$ cat src/rtl/axi_window_mapper_if.sv
// -----------------------------------------------------------------------------
// axi_window_mapper_if
// Five-channel AXI4 bundle (AW, W, B, AR, R) used on both sides of
// axi_window_mapper.
//   master modport : drives requests (AW/W/AR) and B/R ready, receives the rest
//   slave  modport : receives requests, drives responses and AW/W/AR ready
// -----------------------------------------------------------------------------
interface axi_window_mapper_if #(
    parameter int ADDR_W = 32,
    parameter int ID_W   = 8,
    parameter int DATA_W = 64
);
    logic [ADDR_W-1:0]   awaddr;
    logic [ID_W-1:0]     awid;
    logic [7:0]          awlen;
    logic [2:0]          awsize;
    logic [1:0]          awburst;
    logic                awvalid;
    logic                awready;

    logic [DATA_W-1:0]   wdata;
    logic [DATA_W/8-1:0] wstrb;
    logic                wlast;
    logic                wvalid;
    logic                wready;

    logic [ID_W-1:0]     bid;
    logic [1:0]          bresp;
    logic                bvalid;
    logic                bready;

    logic [ADDR_W-1:0]   araddr;
    logic [ID_W-1:0]     arid;
    logic [7:0]          arlen;
    logic [2:0]          arsize;
    logic [1:0]          arburst;
    logic                arvalid;
    logic                arready;

    logic [DATA_W-1:0]   rdata;
    logic [ID_W-1:0]     rid;
    logic [1:0]          rresp;
    logic                rlast;
    logic                rvalid;
    logic                rready;

    modport master (
        output awaddr, awid, awlen, awsize, awburst, awvalid, input awready,
        output wdata, wstrb, wlast, wvalid, input wready,
        input  bid, bresp, bvalid, output bready,
        output araddr, arid, arlen, arsize, arburst, arvalid, input arready,
        input  rdata, rid, rresp, rlast, rvalid, output rready
    );

    modport slave (
        input  awaddr, awid, awlen, awsize, awburst, awvalid, output awready,
        input  wdata, wstrb, wlast, wvalid, output wready,
        output bid, bresp, bvalid, input bready,
        input  araddr, arid, arlen, arsize, arburst, arvalid, output arready,
        output rdata, rid, rresp, rlast, rvalid, input rready
    );
endinterface

$ cat src/rtl/axi_window_mapper.sv
// -----------------------------------------------------------------------------
// axi_window_mapper
// AXI4 address window mapper with a DECERR responder. Each AW/AR address is
// decoded against NWIN windows (lowest index wins) and rewritten into the
// window's target region. Unmapped requests are absorbed locally and answered
// with DECERR, ordered behind all outstanding mapped traffic.
//   uncoreclk    : clock
//   uncorerst    : synchronous active-high reset
//   s_axi        : upstream port (from the bus master)
//   m_axi        : downstream port (to the DDR slave)
//   dec_err_cnt  : saturating count of DECERR transactions
// -----------------------------------------------------------------------------
module axi_window_mapper #(
    parameter int                     ADDR_W   = 32,
    parameter int                     ID_W     = 8,
    parameter int                     DATA_W   = 64,
    parameter int                     NWIN     = 4,
    parameter logic [NWIN*ADDR_W-1:0] WIN_BASE = '0,
    parameter logic [NWIN*ADDR_W-1:0] WIN_MASK = '1,
    parameter logic [NWIN*ADDR_W-1:0] WIN_TGT  = '0,
    parameter int                     MAX_OUT  = 8,
    parameter int                     WQ_DEPTH = 4
) (
    input  logic                 uncoreclk,
    input  logic                 uncorerst,
    axi_window_mapper_if.slave   s_axi,
    axi_window_mapper_if.master  m_axi,
    output logic [15:0]          dec_err_cnt
);
    localparam int CW = $clog2(MAX_OUT) + 1;
    localparam int QW = $clog2(WQ_DEPTH);

    typedef struct packed {
        logic              err;
        logic [ADDR_W-1:0] addr;
        logic [ID_W-1:0]   id;
        logic [7:0]        len;
        logic [2:0]        size;
        logic [1:0]        burst;
    } req_t;

    typedef enum logic [1:0] {WE_IDLE, WE_DRAIN, WE_WAIT, WE_RESP} we_state_t;
    typedef enum logic [1:0] {RE_IDLE, RE_WAIT, RE_RESP} re_state_t;

    // Scanning from the top down lets the lowest matching window overwrite
    // any higher match.
    function automatic req_t map_req(input logic [ADDR_W-1:0] addr, input logic [ID_W-1:0] id,
                                     input logic [7:0] len, input logic [2:0] size,
                                     input logic [1:0] burst);
        req_t r;
        r.err   = 1'b1;
        r.addr  = addr;
        r.id    = id;
        r.len   = len;
        r.size  = size;
        r.burst = burst;
        for (int i = NWIN - 1; i >= 0; i--) begin
            if ((addr & WIN_MASK[i*ADDR_W +: ADDR_W]) == WIN_BASE[i*ADDR_W +: ADDR_W]) begin
                r.err  = 1'b0;
                r.addr = WIN_TGT[i*ADDR_W +: ADDR_W] | (addr & ~WIN_MASK[i*ADDR_W +: ADDR_W]);
            end
        end
        return r;
    endfunction

    logic              aw_full, ar_full;
    req_t              aw_q, ar_q;
    logic [CW-1:0]     wr_out, rd_out;
    logic [WQ_DEPTH-1:0] rq_mem;
    logic [QW:0]       rq_wp, rq_rp;
    we_state_t         we_state, we_next;
    re_state_t         re_state, re_next;
    logic [ID_W-1:0]   err_bid, err_rid;
    logic [7:0]        err_rlen, err_beat;

    // ---------------- AW slot and handoff ----------------
    logic rq_empty, rq_full, rq_head, rq_pop;
    logic aw_map_go, aw_map_hs, aw_err_go, aw_pop, aw_acc;
    logic b_map_hs;

    // The gating terms only move toward "allowed" while the slot waits,
    // so awvalid never drops before its handshake.
    assign aw_map_go = aw_full && !aw_q.err && (wr_out < CW'(MAX_OUT)) && !rq_full
                       && (we_state == WE_IDLE);
    assign aw_err_go = aw_full && aw_q.err && !rq_full && (we_state == WE_IDLE);
    assign aw_map_hs = aw_map_go && m_axi.awready;
    assign aw_pop    = aw_map_hs || aw_err_go;
    assign aw_acc    = s_axi.awvalid && s_axi.awready;

    assign s_axi.awready  = !aw_full || aw_pop;
    assign m_axi.awvalid  = aw_map_go;
    assign m_axi.awaddr   = aw_q.addr;
    assign m_axi.awid     = aw_q.id;
    assign m_axi.awlen    = aw_q.len;
    assign m_axi.awsize   = aw_q.size;
    assign m_axi.awburst  = aw_q.burst;

    // ---------------- AR slot and handoff ----------------
    logic ar_map_go, ar_map_hs, ar_err_go, ar_pop, ar_acc;
    logic r_map_last_hs;

    assign ar_map_go = ar_full && !ar_q.err && (rd_out < CW'(MAX_OUT)) && (re_state == RE_IDLE);
    assign ar_err_go = ar_full && ar_q.err && (re_state == RE_IDLE);
    assign ar_map_hs = ar_map_go && m_axi.arready;
    assign ar_pop    = ar_map_hs || ar_err_go;
    assign ar_acc    = s_axi.arvalid && s_axi.arready;

    assign s_axi.arready  = !ar_full || ar_pop;
    assign m_axi.arvalid  = ar_map_go;
    assign m_axi.araddr   = ar_q.addr;
    assign m_axi.arid     = ar_q.id;
    assign m_axi.arlen    = ar_q.len;
    assign m_axi.arsize   = ar_q.size;
    assign m_axi.arburst  = ar_q.burst;

    // ---------------- W routing (route FIFO head: 0 = slave, 1 = discard) ----
    assign rq_empty = (rq_wp == rq_rp);
    assign rq_full  = (rq_wp[QW] != rq_rp[QW]) && (rq_wp[QW-1:0] == rq_rp[QW-1:0]);
    assign rq_head  = rq_mem[rq_rp[QW-1:0]];
    assign rq_pop   = s_axi.wvalid && s_axi.wready && s_axi.wlast;

    assign m_axi.wvalid = !rq_empty && !rq_head && s_axi.wvalid;
    assign m_axi.wdata  = s_axi.wdata;
    assign m_axi.wstrb  = s_axi.wstrb;
    assign m_axi.wlast  = s_axi.wlast;
    assign s_axi.wready = !rq_empty && (rq_head || m_axi.wready);

    // ---------------- B / R response muxing ----------------
    logic we_resp, re_resp, err_last;
    assign we_resp  = (we_state == WE_RESP);
    assign re_resp  = (re_state == RE_RESP);
    assign err_last = (err_beat == err_rlen);

    assign s_axi.bvalid = we_resp ? 1'b1    : m_axi.bvalid;
    assign s_axi.bresp  = we_resp ? 2'b11   : m_axi.bresp;
    assign s_axi.bid    = we_resp ? err_bid : m_axi.bid;
    assign m_axi.bready = !we_resp && s_axi.bready;
    assign b_map_hs     = m_axi.bvalid && m_axi.bready;

    assign s_axi.rvalid = re_resp ? 1'b1     : m_axi.rvalid;
    assign s_axi.rdata  = re_resp ? '0       : m_axi.rdata;
    assign s_axi.rresp  = re_resp ? 2'b11    : m_axi.rresp;
    assign s_axi.rid    = re_resp ? err_rid  : m_axi.rid;
    assign s_axi.rlast  = re_resp ? err_last : m_axi.rlast;
    assign m_axi.rready = !re_resp && s_axi.rready;
    assign r_map_last_hs = m_axi.rvalid && m_axi.rready && m_axi.rlast;

    // ---------------- Error FSMs: next state ----------------
    // NOTE: every always_comb output gets a default first so no path infers a latch.
    always_comb begin
        we_next = we_state;
        unique case (we_state)
            WE_IDLE:  if (aw_err_go) we_next = WE_DRAIN;
            // wr_out cannot rise here: mapped AW handoff is held off outside WE_IDLE.
            WE_DRAIN: if (rq_pop && rq_head) we_next = (wr_out == '0) ? WE_RESP : WE_WAIT;
            WE_WAIT:  if (wr_out == '0) we_next = WE_RESP;
            WE_RESP:  if (s_axi.bready) we_next = WE_IDLE;
            default:  we_next = WE_IDLE;
        endcase
    end

    always_comb begin
        re_next = re_state;
        unique case (re_state)
            RE_IDLE: if (ar_err_go) re_next = RE_WAIT;
            RE_WAIT: if (rd_out == '0) re_next = RE_RESP;
            RE_RESP: if (s_axi.rready && err_last) re_next = RE_IDLE;
            default: re_next = RE_IDLE;
        endcase
    end

    // ---------------- Control registers ----------------
    logic [1:0]  err_inc;
    logic [16:0] err_sum;
    assign err_inc = {1'b0, aw_err_go} + {1'b0, ar_err_go};
    assign err_sum = {1'b0, dec_err_cnt} + 17'(err_inc);

    // NOTE: sequential state uses non-blocking assignments so every register
    // samples pre-edge values regardless of statement order.
    always_ff @(posedge uncoreclk) begin
        if (uncorerst) begin
            aw_full     <= 1'b0;
            ar_full     <= 1'b0;
            wr_out      <= '0;
            rd_out      <= '0;
            rq_wp       <= '0;
            rq_rp       <= '0;
            we_state    <= WE_IDLE;
            re_state    <= RE_IDLE;
            dec_err_cnt <= '0;
        end else begin
            if (aw_acc)      aw_full <= 1'b1;
            else if (aw_pop) aw_full <= 1'b0;
            if (ar_acc)      ar_full <= 1'b1;
            else if (ar_pop) ar_full <= 1'b0;

            case ({aw_map_hs, b_map_hs})
                2'b10:   wr_out <= wr_out + CW'(1);
                2'b01:   wr_out <= wr_out - CW'(1);
                default: ;
            endcase
            case ({ar_map_hs, r_map_last_hs})
                2'b10:   rd_out <= rd_out + CW'(1);
                2'b01:   rd_out <= rd_out - CW'(1);
                default: ;
            endcase

            if (aw_pop) rq_wp <= rq_wp + (QW+1)'(1);
            if (rq_pop) rq_rp <= rq_rp + (QW+1)'(1);

            we_state    <= we_next;
            re_state    <= re_next;
            dec_err_cnt <= err_sum[16] ? 16'hFFFF : err_sum[15:0];
        end
    end

    // ---------------- Datapath registers ----------------
    // NOTE: payload and FIFO storage carry no reset; they are only read while
    // the matching valid flag / pointer pair says they hold live data.
    always_ff @(posedge uncoreclk) begin
        if (aw_acc) aw_q <= map_req(s_axi.awaddr, s_axi.awid, s_axi.awlen, s_axi.awsize, s_axi.awburst);
        if (ar_acc) ar_q <= map_req(s_axi.araddr, s_axi.arid, s_axi.arlen, s_axi.arsize, s_axi.arburst);
        if (aw_pop) rq_mem[rq_wp[QW-1:0]] <= aw_err_go;
        if (aw_err_go) err_bid <= aw_q.id;
        if (ar_err_go) begin
            err_rid  <= ar_q.id;
            err_rlen <= ar_q.len;
            err_beat <= '0;
        end else if (re_resp && s_axi.rready) begin
            err_beat <= err_beat + 8'd1;
        end
    end
endmodule

$ cat src/flat_wrapper.sv
// flat-port wrapper written by rule: the top's interface ports become plain ports
module axi_window_mapper_flat 
#(
    parameter int                     ADDR_W   = 32,
    parameter int                     ID_W     = 8,
    parameter int                     DATA_W   = 64,
    parameter int                     NWIN     = 4,
    parameter logic [NWIN*ADDR_W-1:0] WIN_BASE = '0,
    parameter logic [NWIN*ADDR_W-1:0] WIN_MASK = '1,
    parameter logic [NWIN*ADDR_W-1:0] WIN_TGT  = '0,
    parameter int                     MAX_OUT  = 8,
    parameter int                     WQ_DEPTH = 4
)
  (uncoreclk, uncorerst, dec_err_cnt, s_axi_awaddr, s_axi_awid, s_axi_awlen, s_axi_awsize, s_axi_awburst, s_axi_awvalid, s_axi_awready, s_axi_wdata, s_axi_wstrb, s_axi_wlast, s_axi_wvalid, s_axi_wready, s_axi_bid, s_axi_bresp, s_axi_bvalid, s_axi_bready, s_axi_araddr, s_axi_arid, s_axi_arlen, s_axi_arsize, s_axi_arburst, s_axi_arvalid, s_axi_arready, s_axi_rdata, s_axi_rid, s_axi_rresp, s_axi_rlast, s_axi_rvalid, s_axi_rready, m_axi_awaddr, m_axi_awid, m_axi_awlen, m_axi_awsize, m_axi_awburst, m_axi_awvalid, m_axi_awready, m_axi_wdata, m_axi_wstrb, m_axi_wlast, m_axi_wvalid, m_axi_wready, m_axi_bid, m_axi_bresp, m_axi_bvalid, m_axi_bready, m_axi_araddr, m_axi_arid, m_axi_arlen, m_axi_arsize, m_axi_arburst, m_axi_arvalid, m_axi_arready, m_axi_rdata, m_axi_rid, m_axi_rresp, m_axi_rlast, m_axi_rvalid, m_axi_rready);
  axi_window_mapper_if #(.ADDR_W(ADDR_W), .ID_W(ID_W), .DATA_W(DATA_W)) s_axi_i ();
  axi_window_mapper_if #(.ADDR_W(ADDR_W), .ID_W(ID_W), .DATA_W(DATA_W)) m_axi_i ();
  input  logic uncoreclk;
  input  logic uncorerst;
  output logic [15:0] dec_err_cnt;
  input wire logic [$bits(s_axi_i.awaddr)-1:0] s_axi_awaddr;
  input wire logic [$bits(s_axi_i.awid)-1:0] s_axi_awid;
  input wire logic [$bits(s_axi_i.awlen)-1:0] s_axi_awlen;
  input wire logic [$bits(s_axi_i.awsize)-1:0] s_axi_awsize;
  input wire logic [$bits(s_axi_i.awburst)-1:0] s_axi_awburst;
  input wire logic [$bits(s_axi_i.awvalid)-1:0] s_axi_awvalid;
  output wire logic [$bits(s_axi_i.awready)-1:0] s_axi_awready;
  input wire logic [$bits(s_axi_i.wdata)-1:0] s_axi_wdata;
  input wire logic [$bits(s_axi_i.wstrb)-1:0] s_axi_wstrb;
  input wire logic [$bits(s_axi_i.wlast)-1:0] s_axi_wlast;
  input wire logic [$bits(s_axi_i.wvalid)-1:0] s_axi_wvalid;
  output wire logic [$bits(s_axi_i.wready)-1:0] s_axi_wready;
  output wire logic [$bits(s_axi_i.bid)-1:0] s_axi_bid;
  output wire logic [$bits(s_axi_i.bresp)-1:0] s_axi_bresp;
  output wire logic [$bits(s_axi_i.bvalid)-1:0] s_axi_bvalid;
  input wire logic [$bits(s_axi_i.bready)-1:0] s_axi_bready;
  input wire logic [$bits(s_axi_i.araddr)-1:0] s_axi_araddr;
  input wire logic [$bits(s_axi_i.arid)-1:0] s_axi_arid;
  input wire logic [$bits(s_axi_i.arlen)-1:0] s_axi_arlen;
  input wire logic [$bits(s_axi_i.arsize)-1:0] s_axi_arsize;
  input wire logic [$bits(s_axi_i.arburst)-1:0] s_axi_arburst;
  input wire logic [$bits(s_axi_i.arvalid)-1:0] s_axi_arvalid;
  output wire logic [$bits(s_axi_i.arready)-1:0] s_axi_arready;
  output wire logic [$bits(s_axi_i.rdata)-1:0] s_axi_rdata;
  output wire logic [$bits(s_axi_i.rid)-1:0] s_axi_rid;
  output wire logic [$bits(s_axi_i.rresp)-1:0] s_axi_rresp;
  output wire logic [$bits(s_axi_i.rlast)-1:0] s_axi_rlast;
  output wire logic [$bits(s_axi_i.rvalid)-1:0] s_axi_rvalid;
  input wire logic [$bits(s_axi_i.rready)-1:0] s_axi_rready;
  output wire logic [$bits(m_axi_i.awaddr)-1:0] m_axi_awaddr;
  output wire logic [$bits(m_axi_i.awid)-1:0] m_axi_awid;
  output wire logic [$bits(m_axi_i.awlen)-1:0] m_axi_awlen;
  output wire logic [$bits(m_axi_i.awsize)-1:0] m_axi_awsize;
  output wire logic [$bits(m_axi_i.awburst)-1:0] m_axi_awburst;
  output wire logic [$bits(m_axi_i.awvalid)-1:0] m_axi_awvalid;
  input wire logic [$bits(m_axi_i.awready)-1:0] m_axi_awready;
  output wire logic [$bits(m_axi_i.wdata)-1:0] m_axi_wdata;
  output wire logic [$bits(m_axi_i.wstrb)-1:0] m_axi_wstrb;
  output wire logic [$bits(m_axi_i.wlast)-1:0] m_axi_wlast;
  output wire logic [$bits(m_axi_i.wvalid)-1:0] m_axi_wvalid;
  input wire logic [$bits(m_axi_i.wready)-1:0] m_axi_wready;
  input wire logic [$bits(m_axi_i.bid)-1:0] m_axi_bid;
  input wire logic [$bits(m_axi_i.bresp)-1:0] m_axi_bresp;
  input wire logic [$bits(m_axi_i.bvalid)-1:0] m_axi_bvalid;
  output wire logic [$bits(m_axi_i.bready)-1:0] m_axi_bready;
  output wire logic [$bits(m_axi_i.araddr)-1:0] m_axi_araddr;
  output wire logic [$bits(m_axi_i.arid)-1:0] m_axi_arid;
  output wire logic [$bits(m_axi_i.arlen)-1:0] m_axi_arlen;
  output wire logic [$bits(m_axi_i.arsize)-1:0] m_axi_arsize;
  output wire logic [$bits(m_axi_i.arburst)-1:0] m_axi_arburst;
  output wire logic [$bits(m_axi_i.arvalid)-1:0] m_axi_arvalid;
  input wire logic [$bits(m_axi_i.arready)-1:0] m_axi_arready;
  input wire logic [$bits(m_axi_i.rdata)-1:0] m_axi_rdata;
  input wire logic [$bits(m_axi_i.rid)-1:0] m_axi_rid;
  input wire logic [$bits(m_axi_i.rresp)-1:0] m_axi_rresp;
  input wire logic [$bits(m_axi_i.rlast)-1:0] m_axi_rlast;
  input wire logic [$bits(m_axi_i.rvalid)-1:0] m_axi_rvalid;
  output wire logic [$bits(m_axi_i.rready)-1:0] m_axi_rready;
  assign s_axi_i.awaddr = s_axi_awaddr;
  assign s_axi_i.awid = s_axi_awid;
  assign s_axi_i.awlen = s_axi_awlen;
  assign s_axi_i.awsize = s_axi_awsize;
  assign s_axi_i.awburst = s_axi_awburst;
  assign s_axi_i.awvalid = s_axi_awvalid;
  assign s_axi_awready = s_axi_i.awready;
  assign s_axi_i.wdata = s_axi_wdata;
  assign s_axi_i.wstrb = s_axi_wstrb;
  assign s_axi_i.wlast = s_axi_wlast;
  assign s_axi_i.wvalid = s_axi_wvalid;
  assign s_axi_wready = s_axi_i.wready;
  assign s_axi_bid = s_axi_i.bid;
  assign s_axi_bresp = s_axi_i.bresp;
  assign s_axi_bvalid = s_axi_i.bvalid;
  assign s_axi_i.bready = s_axi_bready;
  assign s_axi_i.araddr = s_axi_araddr;
  assign s_axi_i.arid = s_axi_arid;
  assign s_axi_i.arlen = s_axi_arlen;
  assign s_axi_i.arsize = s_axi_arsize;
  assign s_axi_i.arburst = s_axi_arburst;
  assign s_axi_i.arvalid = s_axi_arvalid;
  assign s_axi_arready = s_axi_i.arready;
  assign s_axi_rdata = s_axi_i.rdata;
  assign s_axi_rid = s_axi_i.rid;
  assign s_axi_rresp = s_axi_i.rresp;
  assign s_axi_rlast = s_axi_i.rlast;
  assign s_axi_rvalid = s_axi_i.rvalid;
  assign s_axi_i.rready = s_axi_rready;
  assign m_axi_awaddr = m_axi_i.awaddr;
  assign m_axi_awid = m_axi_i.awid;
  assign m_axi_awlen = m_axi_i.awlen;
  assign m_axi_awsize = m_axi_i.awsize;
  assign m_axi_awburst = m_axi_i.awburst;
  assign m_axi_awvalid = m_axi_i.awvalid;
  assign m_axi_i.awready = m_axi_awready;
  assign m_axi_wdata = m_axi_i.wdata;
  assign m_axi_wstrb = m_axi_i.wstrb;
  assign m_axi_wlast = m_axi_i.wlast;
  assign m_axi_wvalid = m_axi_i.wvalid;
  assign m_axi_i.wready = m_axi_wready;
  assign m_axi_i.bid = m_axi_bid;
  assign m_axi_i.bresp = m_axi_bresp;
  assign m_axi_i.bvalid = m_axi_bvalid;
  assign m_axi_bready = m_axi_i.bready;
  assign m_axi_araddr = m_axi_i.araddr;
  assign m_axi_arid = m_axi_i.arid;
  assign m_axi_arlen = m_axi_i.arlen;
  assign m_axi_arsize = m_axi_i.arsize;
  assign m_axi_arburst = m_axi_i.arburst;
  assign m_axi_arvalid = m_axi_i.arvalid;
  assign m_axi_i.arready = m_axi_arready;
  assign m_axi_i.rdata = m_axi_rdata;
  assign m_axi_i.rid = m_axi_rid;
  assign m_axi_i.rresp = m_axi_rresp;
  assign m_axi_i.rlast = m_axi_rlast;
  assign m_axi_i.rvalid = m_axi_rvalid;
  assign m_axi_rready = m_axi_i.rready;
  axi_window_mapper #(.ADDR_W(ADDR_W), .ID_W(ID_W), .DATA_W(DATA_W), .NWIN(NWIN), .WIN_BASE(WIN_BASE), .WIN_MASK(WIN_MASK), .WIN_TGT(WIN_TGT), .MAX_OUT(MAX_OUT), .WQ_DEPTH(WQ_DEPTH)) u_core (.uncoreclk(uncoreclk), .uncorerst(uncorerst), .s_axi(s_axi_i), .m_axi(m_axi_i), .dec_err_cnt(dec_err_cnt));
endmodule
$ cat config.mk
export PLATFORM = sky130hd
export DESIGN_NAME = axi_window_mapper_flat
export DESIGN_NICKNAME = d
export VERILOG_FILES = /design/src/rtl/axi_window_mapper_if.sv /design/src/rtl/axi_window_mapper.sv /design/src/flat_wrapper.sv
export SDC_FILE = /design/constraint.sdc
export NUM_CORES = 1
export LEC_CHECK = 0
export ABC_AREA = 1
export CAP_MARGIN = 20
export CELL_PAD_IN_SITES_DETAIL_PLACEMENT = 0
export CELL_PAD_IN_SITES_GLOBAL_PLACEMENT = 1
export CORE_AREA = 2 2 218 220
export CTS_BUF_LIST = sky130_fd_sc_hd__clkbuf_16
export DETAILED_ROUTE_END_ITERATION = 8
export DIE_AREA = 0 0 220 222
export GPL_TIMING_DRIVEN = 1
export PLACE_DENSITY = 0.76
export REMOVE_ABC_BUFFERS = 1
export SYNTH_ARGS = -nofsm -noshare
export SYNTH_HDL_FRONTEND = slang
export SYNTH_SLANG_ARGS = --single-unit
$ cat constraint.sdc
create_clock -name uncoreclk -period 5.45 [get_ports uncoreclk]
set_clock_uncertainty 0.1 [all_clocks]
set_input_delay 0.545 -clock uncoreclk [delete_from_list [all_inputs] [get_ports uncoreclk]]
set_output_delay 0.545 -clock uncoreclk [all_outputs]
set_load 0.005 [all_outputs]
; ---- Word level (Yosys, flattened, before mapping)
; Index checks and enable logic that the tools add are counted.
[op_classes]
addsub = 9
order_cmp = 5
n_eq_ne = 20
mux = 32
n_reduce_logical = 57
[ops]
columns = op, n
row1 = 33-bit two-way mux, 2
row2 = 32-bit logical NOT, 2
row3 = 64-bit two-way mux, 1
row4 = 1-bit logical AND, 31
row5 = 2-bit two-way mux, 9
row6 = 16-bit by 2-bit adder with 17-bit output, 1
row7 = 16-bit two-way mux, 1
row8 = 8-bit two-way mux, 2
row9 = 4-bit case mux with 2 select lines, 2
row10 = "2-bit == test, second input constant", 5
row11 = 1-bit two-way mux, 10
row12 = "2-bit by 1-bit != test with 1-bit output, second input constant", 5
row13 = 1-bit logical NOT, 9
row14 = "4-bit by 1-bit adder with 4-bit output, second input constant", 2
row15 = "8-bit by 1-bit adder with 8-bit output, second input constant", 1
row16 = "2-bit by 1-bit == test with 1-bit output, second input constant", 4
row17 = 8-bit == test, 1
row18 = 4-bit logical NOT, 2
row19 = "4-bit < comparator, second input constant", 2
row20 = 2-bit case mux with 4 select lines, 1
row21 = 2-bit nonzero test, 4
row22 = "4-bit by 1-bit subtractor with 4-bit output, second input constant", 2
row23 = "3-bit by 1-bit adder with 3-bit output, second input constant", 2
row24 = "2-bit by 3-bit < comparator with 1-bit output, second input constant", 2
row25 = other kinds (14), 20
[word_totals]
regBits = 180
in_bits = 276
out_inout_bits = 290
wordCells = 149

; ---- Longest topological paths before layout
; Gate-level depths: netlist (run 1).
[depth]
depth_word = 10
depth_mapped = 17

; ---- Worst setup path after synthesis (run 1)
; Ideal clock, no wire load.
[synth_timing]
path_type = reg-to-reg
from = register u_core.re_state[0]
to = register u_core.ar_q[53] in the netlist's numbering, enable pin
setup_ns = 0.498
arrival_time_ns = 3.580
t_required_ns = 4.852
slack_ns = 1.271
path_stages_with_launch = 6
n_path_buf = 0
synth_period_minus_slack_ns = 4.179
cell_sequence = dfxtp_1 -> nor2_1 -> inv_1 -> nor4b_2 -> nand2_1 -> a31oi_1
[synth_via]
elab_chain_len = 6
elab_cells_between_ends = 7
[synth_rtl]
columns = item, line
row1 = from (decl), axi_window_mapper.sv:72  ; re_state_t re_state, re_next;
row2 = from (signal assigned), axi_window_mapper.sv:212  ; re_state <= re_next;
row3 = 2-bit logical NOT, axi_window_mapper.sv:102  ; assign ar_map_go = ar_full && !ar_q.err && (rd_out < CW'(MAX_OUT)) && (re_state == RE_IDLE);
row4 = 1-bit logical AND, axi_window_mapper.sv:102
row5 = named net m_axi_arvalid, flat_wrapper.sv:70  ; output wire logic [$bits(m_axi_i.arvalid)-1:0] m_axi_arvalid;
row6 = 1-bit logical AND, axi_window_mapper.sv:104  ; assign ar_map_hs = ar_map_go && m_axi.arready;
row7 = 1-bit logical OR, axi_window_mapper.sv:105  ; assign ar_pop = ar_map_hs || ar_err_go;
row8 = 1-bit logical OR, axi_window_mapper.sv:108  ; assign s_axi.arready = !ar_full || ar_pop;
row9 = 1-bit logical AND, axi_window_mapper.sv:106  ; assign ar_acc = s_axi.arvalid && s_axi.arready;
row10 = named net u_core.ar_acc, axi_window_mapper.sv:99  ; logic ar_map_go, ar_map_hs, ar_err_go, ar_pop, ar_acc;
row11 = to (signal assigned), axi_window_mapper.sv:222  ; if (ar_acc) ar_q <= map_req(s_axi.araddr, s_axi.arid, s_axi.arlen, s_axi.arsize, s_axi.arburst);
row12 = to (decl), axi_window_mapper.sv:67  ; req_t aw_q, ar_q;
; The timed path passes the listed nets, and every way through them passes these cells.
; A chain may end at the register's enable or synchronous reset.

; ---- Final worst setup path (run 1)
[layout_timing]
from = register u_core.re_state[0]
to = output port s_axi_rresp[0]
[layout_via]
elab_chain_len = 2
[layout_rtl]
columns = item, line
row1 = 2-bit == test, axi_window_mapper.sv:131  ; assign re_resp = (re_state == RE_RESP);
row2 = 2-bit two-way mux, axi_window_mapper.sv:142  ; assign s_axi.rresp = re_resp ? 2'b11 : m_axi.rresp;
row3 = to (decl), flat_wrapper.sv:45  ; output wire logic [$bits(s_axi_i.rresp)-1:0] s_axi_rresp;
; No other way between the ends.

==> results of run 1 <==
[registers in the layout, indices dropped and copies added, names as in the netlist, 8 cells and up]
name,cells
u_core.err_bid,8
u_core.m_axi.awid,8
u_core.dec_err_cnt,16
u_core.m_axi.arid,8
u_core.m_axi.arlen,8
u_core.err_rid,8
u_core.err_rlen,8
u_core.m_axi.awlen,8
u_core.m_axi.araddr,32
u_core.err_beat,8
u_core.m_axi.awaddr,32
[per-layer routing]
layer	routed length, um	track usage
met1	10740	0.1177
met2	16890	0.2373
met3	8827	0.1612
met4	389	0.03291
met5	395	0.05657
[cells in the mapped netlist, types with 16 or more instances]
cell / n
buf_4: 179
nand3_1: 16
dfxtp_1: 44
clkbuf_1: 74
o21ai_0: 21
edfxtp_1: 136
a21oi_1: 31
ha_1: 18
nand2_1: 128
inv_1: 134
nor2_1: 111
nor4_1: 17
[kinds of logic (layout without fill, tap and decap cells)]
logic type      after synthesis  in the layout  share of synthesized area
compound gates               59             59                    0.03348
xor+xnor                     19             19                    0.01796
fa+ha+maj                    21             21                    0.03078
buf+inv                     394            594                     0.2323
flops                       180            180                     0.5357
other cells                   0              1                          0
simple gates                314            314                     0.1497
[per-stage QoR]
stage	instance area (sq um)	worst slack [ns]	hold WS, ns
2_1_floorplan	7632	1.271	0.3432
3_3_place_gp	12650	2.290	0.3348
3_5_place_dp	12650	2.187	0.3355
4_1_cts	13250	1.858	0.3529
5_1_grt	13250	1.736	0.3590
6_report	13250	1.977	0.3522
[power by group]
| group | leakage [nW] | internal (W) | switching, W |
|---|---|---|---|
| logic | 3.22 | 0.000439 | 0.000324 |
| registers | 1.65 | 0.00160 | 0.0000553 |
| clock network | 0.294 | 0.000725 | 0.000543 |
[layout make-up]
| type | count | area share |
|---|---|---|
| Inverter | 138 | 0.03909 |
| Antenna cell | 1 | 0.0001888 |
| Sequential cell | 180 | 0.3746 |
| Timing Repair Buffer | 425 | 0.3202 |
| Tap cell | 607 | 0.05731 |
| Clock inverter | 14 | 0.01312 |
| Multi-Input combinational cell | 413 | 0.1633 |
| Clock buffer | 17 | 0.03210 |
[worst max-delay path by stage]
stage,from,to,slack [ns]
floorplan,u_core.re_state[0]$_SDFFE_PP0P_,u_core.ar_q[53]$_DFFE_PP_,1.27
global placement,u_core.re_state[0]$_SDFFE_PP0P_,u_core.dec_err_cnt[12]$_SDFF_PP0_,2.29
detailed placement,u_core.re_state[0]$_SDFFE_PP0P_,u_core.dec_err_cnt[12]$_SDFF_PP0_,2.19
CTS,u_core.re_state[0]$_SDFFE_PP0P_,s_axi_rresp[0],1.86
global route,u_core.re_state[0]$_SDFFE_PP0P_,s_axi_rresp[1],1.74
finish,u_core.re_state[0]$_SDFFE_PP0P_,s_axi_rresp[0],1.98
[worst register-to-register path, cell delays in order, from the launching register on]
cell     delay [ns]
dfxtp_1        0.32
nor2_1         0.17
nand3_1        0.32
inv_1          0.74
fa_1           0.34
ha_1           0.21
nand3_2        0.13
nor2_4         0.12
nand2_4        0.09
nor3_4         0.20
nand3_2        0.20
o21ai_0        0.13
nand2_1        0.06
inv_1          0.07
==> impl_metrics.py, run 1 <==
metrics = {
    "cells_and_area": {
        "fin_util": 0.2865,
        "multi_input_area_sq_um": 2165,
        "fill_cells": 4849,
        "instances_no_fill": 1795,
        "final_cell_mix": "clkdlybuf4s50_1, edfxtp_1, inv_1, nand2_1, nor2_1",
        "layout-drive-gt1-share": 0.05055,
        "layout_commonest_cell": "clkdlybuf4s50_1",
        "fin_nets": 1472,
        "area_growth_pct": 43.00,
        "regArea_sq_um": 4965,
    },
    "power": {
        "leakage_nw": 5.161,
        "pwr_density_cell_nw_per_um2": 278.4,
        "design_power_total_w": 0.003690,
        "irDropWorstVdd_mv": 0.1595,
    },
    "setup_path": {
        "crit_arrival_ns": 2.83,
        "path_class": "reg2out",
        "path_cells": "inv_1 > nand2_1 > inv_2 > buf_4 > or2_2 > clkdlybuf4s50_1",
        "worst_r2r_endpoint": "u_core.dec_err_cnt[12]$_SDFF_PP0_",
        "reg2reg_setup_slack_ns": 2.21,
        "cp_num_buf_inv": 4,
        "cpLargestDelayFamily": "buffers and inverters",
        "cp_slowest_stage_delay_ns": 0.54,
        "r2r-start": "u_core.re_state[0]$_SDFFE_PP0P_",
        "crit_required_ns": 4.81,
        "cp.depth": 6,
        "critPathCaptureType": "output pin",
        "slowest_stage": "inv_2",
        "start_kind": "flop",
        "reg2regPathDepth": 13,
        "worstPathMaxFanout": 46,
    },
    "clock_tree": {
        "post_cts_buffers": 0,
        "cts_resized": 0,
        "cts_max_level": 4,
        "tritoncts": "yes",
        "cts_buffer_depth": 2,
        "root_buffer": "clkbuf_16",
        "clk_pin_slew_ns": 0.07,
        "clk_latency_ns": 0.44,
        "cts.sinks": 180,
        "holdBufCountCts": 0,
        "cts_buffers": 17,
    },
    "synthesis": {
        "synth_top_cell_area_share": 0.4407,
        "synth-async-reset-ratio": 0,
        "syn_area_sq_um": 9268,
        "yosys-top-cells-area": "edfxtp_1, buf_4, dfxtp_1",
        "seq_area_frac_synth": 0.5357,
        "synth_largest_area_cell": "edfxtp_1",
        "avgSynthCellArea_sq_um": 9.390,
        "syn_inst": 987,
        "synth_warnings": 0,
        "synth_edf_count": 136,
        "synth_flop_cell": "edfxtp_1",
        "ys_types": 39,
        "synth-seq-cells": 180,
    },
    "worst_hold_path": {
        "holdCritStartpoint": "u_core.m_axi.awid[1]$_DFFE_PP_",
        "min_delay_worst_endpoint": "u_core.err_bid[1]$_DFFE_PP_",
        "hold_class": "reg2reg",
        "hold_depth": 0,
    },
    "place": {
        "gp_congestion": 0.8035,
        "dpl.hpwl_um": 31970,
        "dp.cells": 1763,
        "port_buffers": 421,
    },
    "grt": {
        "overflow": 0,
        "grtUsageTotal": 0.1480,
        "first_global_vias": 6839,
        "grt_max_degree": 55,
        "grt_pass1_wl_um": 49520,
        "antenna_found_initial": 3,
    },
    "sta": {
        "max_slew_margin": 0.4348,
        "worstMarginPinSlew_ns": 0.8468,
        "setup_viol": 0,
        "tns_ns": 0,
        "drv_slew": 0,
        "max_freq_ghz": 0.2880,
        "fin_crit_sh": 0.6372,
        "hold_viol": 0,
        "rsz0062_at_grt": "no",
        "finalCriticalPeriod_ns": 3.473,
    },
    "floorplan": {
        "core-area_sq_um": 46260,
        "fp-row-count": 79,
        "start_util": 0.2003,
        "dieArea_sq_um": 48840,
        "die_h_um": 222,
        "die_w_um": 220,
        "ios": 566,
    },
    "routing": {
        "wl_um": 37240,
        "wl_per_cell_um": 20.75,
        "post-route-drc-count": 0,
        "vias": 6920,
        "dr.first_iter.drc_count": 325,
        "ant_nets": 0,
        "first_pass_iters": 4,
        "viasPerCell": 3.855,
    },
    "outcome": {
        "outcome": "finished, final reports clean",
    },
    "flow_run": {
        "cap_violations": 0,
    },
}
(Power assumes the default switching activity.)
==> run 2: changes to the inputs <==
--- a/config.mk
+++ b/config.mk
@@ -14,7 +14,7 @@
 export DETAILED_ROUTE_END_ITERATION = 8
 export DIE_AREA = 0 0 220 222
 export GPL_TIMING_DRIVEN = 1
-export PLACE_DENSITY = 0.76
+export PLACE_DENSITY = 0.78
 export REMOVE_ABC_BUFFERS = 1
 export SYNTH_ARGS = -nofsm -noshare
 export SYNTH_HDL_FRONTEND = slang
==> constraint.sdc (replaced) <==
create_clock -name uncoreclk -period 3.18 [get_ports uncoreclk]
set_clock_uncertainty 0.1 [all_clocks]
set_input_delay 0.318 -clock uncoreclk [delete_from_list [all_inputs] [get_ports uncoreclk]]
set_output_delay 0.318 -clock uncoreclk [all_outputs]
set_load 0.005 [all_outputs]
==> run 2 against run 1 <==
Setup slack worse by 1.6 ns. Sequential share of layout area hardly changed. Critical path depth stayed put. Non-clock buffer count is 4 higher. Flip-flop and latch count stayed put. Via count is 0.95% lower. First-iteration DRC count is 15% lower. Worst hold slack worse by 0.037 ns. Combinational power is 73% higher. Sequential power is 71% higher. Register-to-register slack worse by 1.7 ns. Utilization hardly changed. Highest routed layer unchanged.
==> impl_metrics.py, run 2 (synthesis results as in run 1) <==
metrics = {
    "clock_tree": {
        "post_cts_buffers": 0,
        "cts.sinks": 180,
        "holdBufCountCts": 0,
        "clk_pin_slew_ns": 0.07,
        "cts_resized": 0,
        "clk_latency_ns": 0.44,
        "cts_buffers": 17,
        "tritoncts": "yes",
        "root_buffer": "clkbuf_16",
        "cts_max_level": 4,
        "cts_buffer_depth": 2,
    },
    "cells_and_area": {
        "layout-drive-gt1-share": 0.05453,
        "final_cell_mix": "clkdlybuf4s50_1, edfxtp_1, inv_1, nand2_1, nor2_1",
        "fin_area_sq_um": 13260,
        "area_growth_pct": 43.11,
        "antenna_cells": 0,
        "layout_commonest_cell": "clkdlybuf4s50_1",
        "fin_nets": 1476,
    },
    "place": {
        "dp_slack_ns": 0.5255,
        "gp_congestion": 0.8042,
        "place_area_sq_um": 12710,
        "port_buffers": 421,
        "dpl.hpwl_um": 27980,
    },
    "floorplan": {
        "fp-row-count": 79,
        "die_w_um": 220,
        "core-area_sq_um": 46260,
        "dieArea_sq_um": 48840,
        "ios": 566,
        "die_h_um": 222,
        "start_util": 0.2003,
    },
    "grt": {
        "antenna_found_initial": 0,
        "grtUsageTotal": 0.1329,
        "first_global_vias": 6584,
        "grt_max_degree": 77,
        "overflow": 0,
        "grt_pass1_wl_um": 45480,
    },
    "power": {
        "irDropWorstVdd_mv": 0.4154,
        "power_frac_comb": 0.214,
        "clkPwrFrac": 0.326,
        "p_sw_w": 0.001583,
        "design_power_total_w": 0.006177,
        "swShare": 0.2562,
        "leakage_nw": 5.178,
        "p_int_w": 0.004594,
        "pwr-share-seq": 0.460,
        "pwr_density_cell_nw_per_um2": 465.7,
    },
    "setup_path": {
        "path_cells": "inv_1 > ha_1 > nor3b_1 > nand3_2 > nand3_1 > clkdlybuf4s50_1",
        "path_class": "reg2out",
        "critPathCaptureType": "output pin",
        "r2r-start": "u_core.rq_wp[1]$_SDFFE_PP0P_",
        "reg2regPathDepth": 17,
        "start_kind": "flop",
        "slowest_stage": "clkdlybuf4s50_1",
        "worst_r2r_endpoint": "u_core.dec_err_cnt[11]$_SDFF_PP0_",
        "crit_required_ns": 2.76,
        "worstPathMaxFanout": 6,
        "reg2reg_setup_slack_ns": 0.49,
        "cp_num_buf_inv": 2,
        "crit_arrival_ns": 2.35,
        "cp_slowest_stage_delay_ns": 0.52,
        "cpLargestDelayFamily": "simple AND/OR/NAND/NOR gates",
    },
    "routing": {
        "wl_um": 33480,
        "vias": 6854,
        "dr.first_iter.drc_count": 277,
        "met2WireLength_um": 14630,
        "wl_met3_um": 7090,
        "first_pass_iters": 5,
        "ant_nets": 0,
        "routed.top_layer": "met5",
        "viasPerCell": 3.810,
        "post-route-drc-count": 0,
        "wl_per_cell_um": 18.61,
        "m1WireLength_um": 11000,
    },
    "sta": {
        "worst_slack_ns": 0.4076,
        "finalCriticalPeriod_ns": 2.772,
        "tns_ns": 0,
        "rsz0062_at_grt": "no",
        "max_freq_ghz": 0.3607,
        "max_slew_margin": 0.5291,
        "fin_crit_sh": 0.8718,
        "worstMarginPinSlew_ns": 0.7063,
        "setup_viol": 0,
        "hold_viol": 0,
        "drv_slew": 0,
    },
    "worst_hold_path": {
        "hold_class": "in2reg",
        "min_delay_worst_endpoint": "u_core.m_axi.awlen[5]$_DFFE_PP_",
        "hold_depth": 1,
        "holdCritStartpoint": "s_axi_awlen[5]",
    },
    "outcome": {
        "outcome": "finished, final reports clean",
    },
    "flow_run": {
        "cap_violations": 0,
    },
}
run 2: cell count changes in the layout (fill, tap and decap cells not counted), sizes merged:
cell,before,now
diode,1,0
clkinvlp,2,0
bufinv,3,1
buf,4,8
clkinv,4,9
run 2: final cells by class:
class	count	area, sq um
fill	4793	33000
sequential	180	4965
timing repair buffer	429	4299
multi-input combinational	413	2165
tap	607	759.5
inverter	138	518.0
clock buffer	17	425.4
clock inverter	15	131.4
run 2: power by group through the flow:
stage / clock (W) / sequential, W / combinational [W]
after CTS: 0.00210 / 0.00285 / 0.00133
after global placement: 0 / 0.00289 / 0.00132
after floorplan: 0 / 0.00289 / 0.000443
final: 0.00202 / 0.00284 / 0.00132
after detailed placement: 0 / 0.00289 / 0.00133
after global routing: 0.00217 / 0.00286 / 0.00145
run 2: worst max-delay path by stage:
stage / startpoint / endpoint / slack [ns] / depth (start not counted)
final: u_core.we_state[0]$_SDFFE_PP0P_ / s_axi_awready / 0.41 / 6
after global routing: u_core.we_state[0]$_SDFFE_PP0P_ / s_axi_awready / 0.17 / 6
after CTS: u_core.we_state[0]$_SDFFE_PP0P_ / s_axi_awready / 0.36 / 6
after detailed placement: u_core.rq_rp[0]$_SDFFE_PP0N_ / u_core.dec_err_cnt[13]$_SDFF_PP0_ / 0.53 / 14
after global placement: u_core.rq_rp[0]$_SDFFE_PP0N_ / u_core.dec_err_cnt[13]$_SDFF_PP0_ / 0.55 / 14
after floorplan: u_core.re_state[0]$_SDFFE_PP0P_ / u_core.ar_q[53]$_DFFE_PP_ / -1.0 / 5
run 2: metrics by stage:
stage | instances | hold WS, ns | util
3_5_place_dp | 1767 | 0.3310 | 0.2747
2_1_floorplan | 731 | 0.2871 | -
5_1_grt | 1799 | 0.2857 | 0.2867
3_3_place_gp | 1767 | 0.3309 | 0.2747
4_1_cts | 1799 | 0.2750 | 0.2867
6_report | 1799 | 0.3147 | 0.2867
run 2: layer usage:
layer | vias to the layer above | GRT usage
met1 | 3053 | 0.1196
met3 | 26 | 0.1311
met2 | 481 | 0.2035
met4 | 10 | 0.03529
li1 | 3284 | -
met5 | - | 0.05657
